===== config.mk =====
export PLATFORM = sky130hd
export DESIGN_NAME = sample_pacer
export DESIGN_NICKNAME = d
export VERILOG_FILES = /design/src/rtl/sample_pacer_pkg.sv /design/src/rtl/sample_pacer_sc_fifo.sv /design/src/rtl/sample_pacer.sv
export SDC_FILE = /design/constraint.sdc
export NUM_CORES = 1
export LEC_CHECK = 0
export CORE_ASPECT_RATIO = 1.25
export CORE_MARGIN = 4
export CORE_UTILIZATION = 38
export DETAILED_ROUTE_END_ITERATION = 10
export MAX_ROUTING_LAYER = met4
export PLACE_DENSITY = 0.65
export SLEW_MARGIN = 20
export SYNTH_ARGS = -nofsm -noshare
export SYNTH_HDL_FRONTEND = slang
export SYNTH_HIERARCHICAL = 1
export SYNTH_SLANG_ARGS = --single-unit
export TNS_END_PERCENT = 100

===== constraint.sdc =====
create_clock -name clk_i -period 6.4 [get_ports clk_i]
set_clock_uncertainty 0.2 [all_clocks]
set_input_delay 1.28 -clock clk_i [delete_from_list [all_inputs] [get_ports clk_i]]
set_output_delay 1.28 -clock clk_i [all_outputs]
set_load 0.005 [all_outputs]

===== src/rtl/sample_pacer_pkg.sv =====
// Shared types and helpers for the sample pacer and its FIFO.
package pacer_pkg;

    typedef enum logic {
        IDLE    = 1'b0,
        HOLDOFF = 1'b1
    } state_t;

    // Occupancy needs one extra bit so a full FIFO (level == DEPTH) is representable.
    function automatic int level_width(input int depth);
        return $clog2(depth) + 1;
    endfunction

endpackage


===== src/rtl/sample_pacer_sc_fifo.sv =====
// Single-clock register FIFO with a combinational head read.
// The caller qualifies push/pop against level; no internal full/empty guard.
module sc_fifo
    import pacer_pkg::*;
#(
    parameter int DW    = 16,
    parameter int DEPTH = 8
) (
    input  logic                           clk,
    input  logic                           srst,
    input  logic                           push,
    input  logic                           pop,
    input  logic [DW-1:0]                  wdata,
    output logic [DW-1:0]                  rdata,
    output logic [level_width(DEPTH)-1:0]  level
);

    localparam int AW = $clog2(DEPTH);
    localparam int LW = level_width(DEPTH);

    logic [DW-1:0] mem [DEPTH];
    logic [AW-1:0] wr_ptr;
    logic [AW-1:0] rd_ptr;

    // Storage carries no reset; stale entries are never read because level gates pops.
    always_ff @(posedge clk) begin
        if (push) begin
            mem[wr_ptr] <= wdata;
        end
    end

    // Pointers wrap naturally since DEPTH is a power of two; level is the only full/empty source.
    always_ff @(posedge clk) begin
        if (srst) begin
            wr_ptr <= '0;
            rd_ptr <= '0;
            level  <= '0;
        end else begin
            if (push) wr_ptr <= wr_ptr + AW'(1);
            if (pop)  rd_ptr <= rd_ptr + AW'(1);
            case ({push, pop})
                2'b10:   level <= level + LW'(1);
                2'b01:   level <= level - LW'(1);
                default: level <= level;
            endcase
        end
    end

    assign rdata = mem[rd_ptr];

endmodule


===== src/rtl/sample_pacer.sv =====
// Rate adapter: buffers bursty upstream samples and replays them as
// single-cycle strobes spaced at least GAP clocks apart.
//
// state   | meaning
// IDLE    | holdoff expired; pop and strobe as soon as the FIFO is non-empty
// HOLDOFF | counting down gap_cnt after a strobe; no pops
module sample_pacer
    import pacer_pkg::*;
#(
    parameter int DW           = 16,
    parameter int DEPTH        = 8,
    parameter int GAP          = 513,
    parameter bit DROP_ON_FULL = 1'b0
) (
    input  logic                           clk_i,
    input  logic                           srst_i,
    input  logic                           in_valid_i,
    input  logic [DW-1:0]                  in_data_i,
    output logic                           in_ready_o,
    output logic                           sample_valid_o,
    output logic [DW-1:0]                  data_o,
    output logic [level_width(DEPTH)-1:0]  level_o,
    output logic                           overflow_o,
    input  logic                           ovf_clr_i
);

    localparam int LW = level_width(DEPTH);
    localparam int GW = $clog2(GAP) + 1;
    localparam logic [LW-1:0] FULL_LEVEL = LW'(DEPTH);
    localparam logic [GW-1:0] GAP_LOAD   = GW'(GAP - 1);

    state_t        state;
    logic [GW-1:0] gap_cnt;
    logic [DW-1:0] head;
    logic          full;
    logic          push;
    logic          pop;
    logic          drop;

    // Full/ready come from the registered level only; a same-cycle pop does not free a slot.
    assign full       = (level_o == FULL_LEVEL);
    assign push       = in_valid_i && !full;
    assign pop        = (state == IDLE) && (level_o != '0);
    assign drop       = DROP_ON_FULL && in_valid_i && full;
    assign in_ready_o = DROP_ON_FULL ? 1'b1 : !full;

    sc_fifo #(
        .DW    (DW),
        .DEPTH (DEPTH)
    ) u_fifo (
        .clk   (clk_i),
        .srst  (srst_i),
        .push  (push),
        .pop   (pop),
        .wdata (in_data_i),
        .rdata (head),
        .level (level_o)
    );

    // Pacing FSM: pop + registered strobe, then hold off for GAP-1 cycles.
    always_ff @(posedge clk_i) begin
        if (srst_i) begin
            state          <= IDLE;
            gap_cnt        <= '0;
            sample_valid_o <= 1'b0;
            data_o         <= '0;
        end else begin
            sample_valid_o <= 1'b0;
            case (state)
                IDLE: begin
                    if (pop) begin
                        data_o         <= head;
                        sample_valid_o <= 1'b1;
                        if (GAP > 1) begin
                            gap_cnt <= GAP_LOAD;
                            state   <= HOLDOFF;
                        end
                    end
                end
                HOLDOFF: begin
                    gap_cnt <= gap_cnt - GW'(1);
                    if (gap_cnt == GW'(1)) begin
                        state <= IDLE;
                    end
                end
                default: state <= IDLE;
            endcase
        end
    end

    // Sticky drop flag; a new drop wins over a simultaneous clear.
    always_ff @(posedge clk_i) begin
        if (srst_i) begin
            overflow_o <= 1'b0;
        end else if (drop) begin
            overflow_o <= 1'b1;
        end else if (ovf_clr_i) begin
            overflow_o <= 1'b0;
        end
    end

endmodule


## After elaboration in Yosys (flattened, before gate mapping)

Memory sizes are Yosys's and may differ from the RTL's. A register that Yosys moved wholly into a read port is not among the register bits.
Cells that the tools add are included.

| cells by class | value |
|---|---|
| multiplexer cells | 8 |
| add/sub/neg operators | 5 |
| bitwise logic cells | 1 |
| reductions and logical operators | 7 |
| eq/ne operators | 5 |

Operator list:

| operator | number |
|---|---|
| $pmux 11 s2 | 1 |
| $eq 11x1->1 const B | 1 |
| $mux 11 | 1 |
| $sub 11x1->11 const B | 1 |
| $pmux 4 s2 | 1 |
| $add 3x1->3 const B | 2 |
| $add 4x1->4 const B | 1 |
| $eq 4x4->1 const B | 1 |
| $mux 1 | 4 |
| $reduce_bool 4->1 | 1 |
| $sub 4x1->4 const B | 1 |
| $eq 2x1->1 const B | 1 |
| $eq 2x2->1 const B | 1 |
| $logic_and 1x1->1 | 2 |
| $ne 2x1->1 const B | 1 |
| $pmux 1 s2 | 1 |
| $reduce_and 2->1 | 1 |
| $reduce_bool 2->1 | 1 |
| $reduce_or 2->1 | 1 |
| $logic_not 1->1 | 1 |
| $not 1->1 | 1 |

| word-level totals | value |
|---|---|
| memories kept | 1 |
| bits of input ports | 20 |
| memory bits (writable) | 128 |
| output and inout port bits | 23 |
| word-level logic and storage cells | 33 |
| flip-flop bits (word level) | 23 |

Memory list:

| memory | words | width | read ports | clocked after memory_dff | write ports | RTL line | text |
|---|---|---|---|---|---|---|---|
| u_fifo.mem | 8 | 16 | 1 | 1 | 1 | sample_pacer_sc_fifo.sv:21 | `logic [DW-1:0] mem [DEPTH];` |

## Depth between registers and ports, before layout

| depth | value |
|---|---|
| word-level depth | 5 |
| mapped depth | 11 |
| mapped depth without buffers | 11 |

## Modules after synthesis

The synthesis kept the hierarchy.

Modules (own cells, without submodules):

| module | area each (µm²) | sequential area each (µm²) | times used | cells each |
|---|---|---|---|---|
| sc_fifo | 5525.3 | 4103.9 | 1 | 254 |
| sample_pacer | 1158.6 | 580.6 | 1 | 114 |

## Worst setup path before layout

OpenSTA, ideal clock, no wires.

| timing | value |
|---|---|
| path type | input-to-reg |
| from | input port in_valid_i |
| to | memory u_fifo.mem[0][0] (enable) |
| arrival time | 2.744 ns |
| buffers on the path | 0 |
| setup slack | 3.046 ns |
| library setup time | 0.409 ns |
| stages | 3 |
| required time | 5.791 ns |
| cell sequence | and2_1 nand2b_1 nor3_1 |

| on the way | value |
|---|---|
| word-level cells in the longest chain between the ends | 3 |

Ends and longest elaborated chain:

| item | RTL line | text |
|---|---|---|
| start, declared | sample_pacer.sv:17 | `input logic in_valid_i,` |
| $logic_and 1x1->1 | sample_pacer.sv:42 | `assign push = in_valid_i && !full;` |
| $mux 1 | sample_pacer_sc_fifo.sv:27 | `if (push) begin` |
| $mux 1 (not written as such) | sample_pacer_sc_fifo.sv:28 | `mem[wr_ptr] <= wdata;` |
| end, declared | sample_pacer_sc_fifo.sv:21 |  |

Every way passes these cells.

==> impl_metrics.py <==
metrics = {
    "synthesis": {
        "syn_area_um2": 6680,
        "synth_top_family_by_area": "multiplexers",
        "yosysWarnings": 6,
        "synthFlopType": "edfxtp_1",
        "async_flop_share": 0,
        "synth_area_leaders": "edfxtp_1 (58%), dfxtp_1 (13%), mux4_1 (11%), mux2_2 (3.0%), a22o_1 (2.1%)",
        "synth_top_area_share": 0.575,
        "ys_seq_area_frac": 0.701,
        "synth_cell_type_count": 45,
        "ys_ff_latch": 170,
        "synthSimpleGateAreaFrac": 0.0519,
        "synth_edf_count": 128,
        "synthMuxAreaShare": 0.158,
        "postSynthAreaPerCell_um2": 18.2,
        "synthAdderAreaFrac": 0.0131,
        "synthXorXnorAreaFrac": 0.0118,
        "syn_nets": 395,
        "synth_top_area_cell": "edfxtp_1",
        "synth_compound_area_frac": 0.0447,
        "synthCells": 368,
    },
    "finish": {
        "nets": 446,
        "syn_to_final_growth_pct": 18.5,
        "post-route-util": 0.465,
        "stdcell_count": 653,
        "final_common_cell": "edfxtp_1",
        "layout_common_cells": "edfxtp_1 (128), dfxtp_1 (42), clkdlybuf4s50_1 (40)",
        "drive_above_1_share": 0.153,
        "nFillCells": 1399,
    },
    "global_route": {
        "grt_pass1_wl_um": 19200,
        "antenna_found_initial": 1,
        "busiest_layer": "met2",
        "grt_pass1_vias": 3462,
        "grt_use_met2": 0.227,
        "grt_use_met1": 0.154,
        "gr-total-overflow": 0,
        "grt.total_usage": 0.134,
        "met3_usage": 0.0300,
        "grt_max_degree": 33,
    },
    "clock_tree": {
        "numCtsBuffers": 17,
        "h-tree-depth": 4,
        "post_cts_buffers": 0,
        "cts_resized": 0,
        "holdBufCountCts": 0,
        "ctsRootBufferMaster": "clkbuf_16",
        "insertion_delay_ns": 0.42,
        "cts_tree": "built",
        "clockBufferDepth": 2,
        "clkSinkCount": 170,
        "cts.clk_slew.worst_paths_ns": 0.06,
    },
    "drt": {
        "drtIter0Drc": 180,
        "finalWirelength_um": 12300,
        "drc": 0,
        "avgViaCountPerCell": 5.19,
        "first_pass_iters": 5,
        "wire_per_inst_um": 18.8,
        "vias": 3389,
        "ant_nets": 0,
    },
    "worst_setup_path": {
        "cp_slowest_stage_delay_ns": 1.00,
        "worstSetupEndpointType": "register",
        "critical_path.max_fanout": 26,
        "critPathArrivalTime_ns": 3.48,
        "crit_buf_inv": 1,
        "worstRegToRegCells": 9,
        "r2r_slack_ns": 3.10,
        "cp.required_ns": 6.56,
        "path_class": "in2reg",
        "worst_path_max_delay_cell": "a21oi_2",
        "cp-start-kind": "input pin",
        "path_depth": 3,
        "cp_cell_sequence": "clkdlybuf4s50_1 -> a21oi_2 -> a22o_1",
        "critPathTopFamily": "compound AO/OA/AOI/OAI gates",
    },
    "floorplan": {
        "initial_utilization": 0.392,
        "die_w_um": 127,
        "die_area_um2": 19800,
        "core_um2": 17000,
        "chipHeight_um": 156,
        "rows": 53,
        "io_pins": 43,
    },
    "power_and_ir_drop": {
        "power_mw": 3.30,
        "ir_drop_uv": 185,
        "power.leakage_nw": 2.65,
        "power_density_nw_per_um2": 417,
    },
    "sta": {
        "slew_headroom": 0.301,
        "layout_setup_ws_ns": 3.08,
        "rsz0062_at_grt": "no",
        "slew_viol_final": 0,
        "setup_viol_count_final": 0,
        "tightestPinTransition_ns": 1.04,
        "finalSetupTns_ns": 0,
        "post-route-period-util": 0.519,
        "fin_crit_ns": 3.32,
        "clock.fmax_mhz": 301,
        "finalHoldViolations": 0,
    },
    "run_status": {
        "outcome": "finished, final reports clean",
    },
    "place": {
        "place_congestion": 0.720,
        "dp_slack_ns": 2.64,
        "numPortBuffers": 40,
        "dp_cells": 620,
        "dp_hpwl_um": 7310,
    },
    "run": {
        "cap_violations": 0,
    },
    "worst_hold_path": {
        "holdCritPathClass": "reg2reg",
        "holdPathStages": 1,
    },
}
-- Yosys cell counts, types with 3 or more instances --
| cell | n |
|---|---|
| nand2_1 | 9 |
| mux2_2 | 18 |
| xor2_1 | 6 |
| a22o_1 | 16 |
| inv_1 | 5 |
| o21ai_0 | 6 |
| dfxtp_1 | 42 |
| buf_6 | 4 |
| mux4_2 | 4 |
| or4_1 | 3 |
| mux2i_1 | 3 |
| nor2_1 | 24 |
| edfxtp_1 | 128 |
| nand2b_1 | 6 |
| a21oi_1 | 5 |
| clkbuf_1 | 5 |
| nor4_1 | 4 |
| mux4_1 | 28 |
| o31ai_1 | 4 |
| buf_2 | 3 |
| nor2b_1 | 3 |
| ha_1 | 7 |
| xnor2_1 | 3 |
| nor4b_1 | 3 |
| nor3_1 | 4 |
-- logic make-up (layout without fill, tap and decap cells) --
group,Yosys count,after routing
DFF,170,170
and+or+nand+nor,66,66
muxes,53,53
AOI/OAI and AO/OA,40,40
buffers and inverters,22,86
xor gates and xnor gates,9,9
adders and majority gates,7,7
other,1,2
-- per-layer routing --
metal	wire (um)	share of wire
met2	6560	0.54
met1	5210	0.42
met4	160	0.013
met3	325	0.027
met5	0	0
-- registers in the layout (all words and copies together) (netlist names), named ones only --
register	cells
u_fifo/rd_ptr	3
u_fifo/mem	128
gap_cnt	11
data_o	16
u_fifo/level	4
sample_valid_o	1
state	1
u_fifo/wr_ptr	3
-- metrics by stage --
| step | hold WS (ns) | area, um2 |
|---|---|---|
| finish | 0.277 | 7920 |
| global route | 0.300 | 7920 |
| CTS | 0.284 | 7920 |
| detailed placement | 0.264 | 7350 |
| global placement | 0.267 | 7350 |
| floorplan | 0.262 | 6680 |
-- path summary, 6_finish.rpt --
path | from | endpoint
worst min-delay path | data_o[6]$_SDFFE_PP0P_ | data_o[6]$_SDFFE_PP0P_
worst max-delay path | srst_i | data_o[8]$_SDFFE_PP0P_
worst min register to register | data_o[6]$_SDFFE_PP0P_ | data_o[6]$_SDFFE_PP0P_
worst max register to register | u_fifo/level[1]$_SDFFE_PP0P_ | u_fifo/level[2]$_SDFFE_PP0P_
-- worst reg2reg max path, stage by stage (launching register included) --
cell	delay, ns
dfxtp_1	0.40
nor4_1	0.88
nor2_1	0.33
ha_1	0.36
xor2_1	0.16
ha_1	0.18
a21oi_1	0.14
xor2_1	0.09
or3_1	0.30
a21oi_1	0.16
-- layout make-up --
cell class | count | area, um2 | area share
Clock inverter | 14 | 138 | 0.0174
Tap cell | 220 | 275 | 0.0348
Multi-Input combinational cell | 176 | 1900 | 0.240
Clock buffer | 18 | 429 | 0.0542
Sequential cell | 170 | 4680 | 0.592
Inverter | 5 | 18.8 | 0.00237
Antenna cell | 1 | 2.50 | 0.000316
Timing Repair Buffer | 49 | 468 | 0.0591
-- power breakdown --
part	switching (mW)	total, mW	internal (mW)
clock	0.425	0.969	0.543
sequential	0.130	1.48	1.35
combinational	0.398	0.855	0.456
Power figures use the tool's default switching activity.
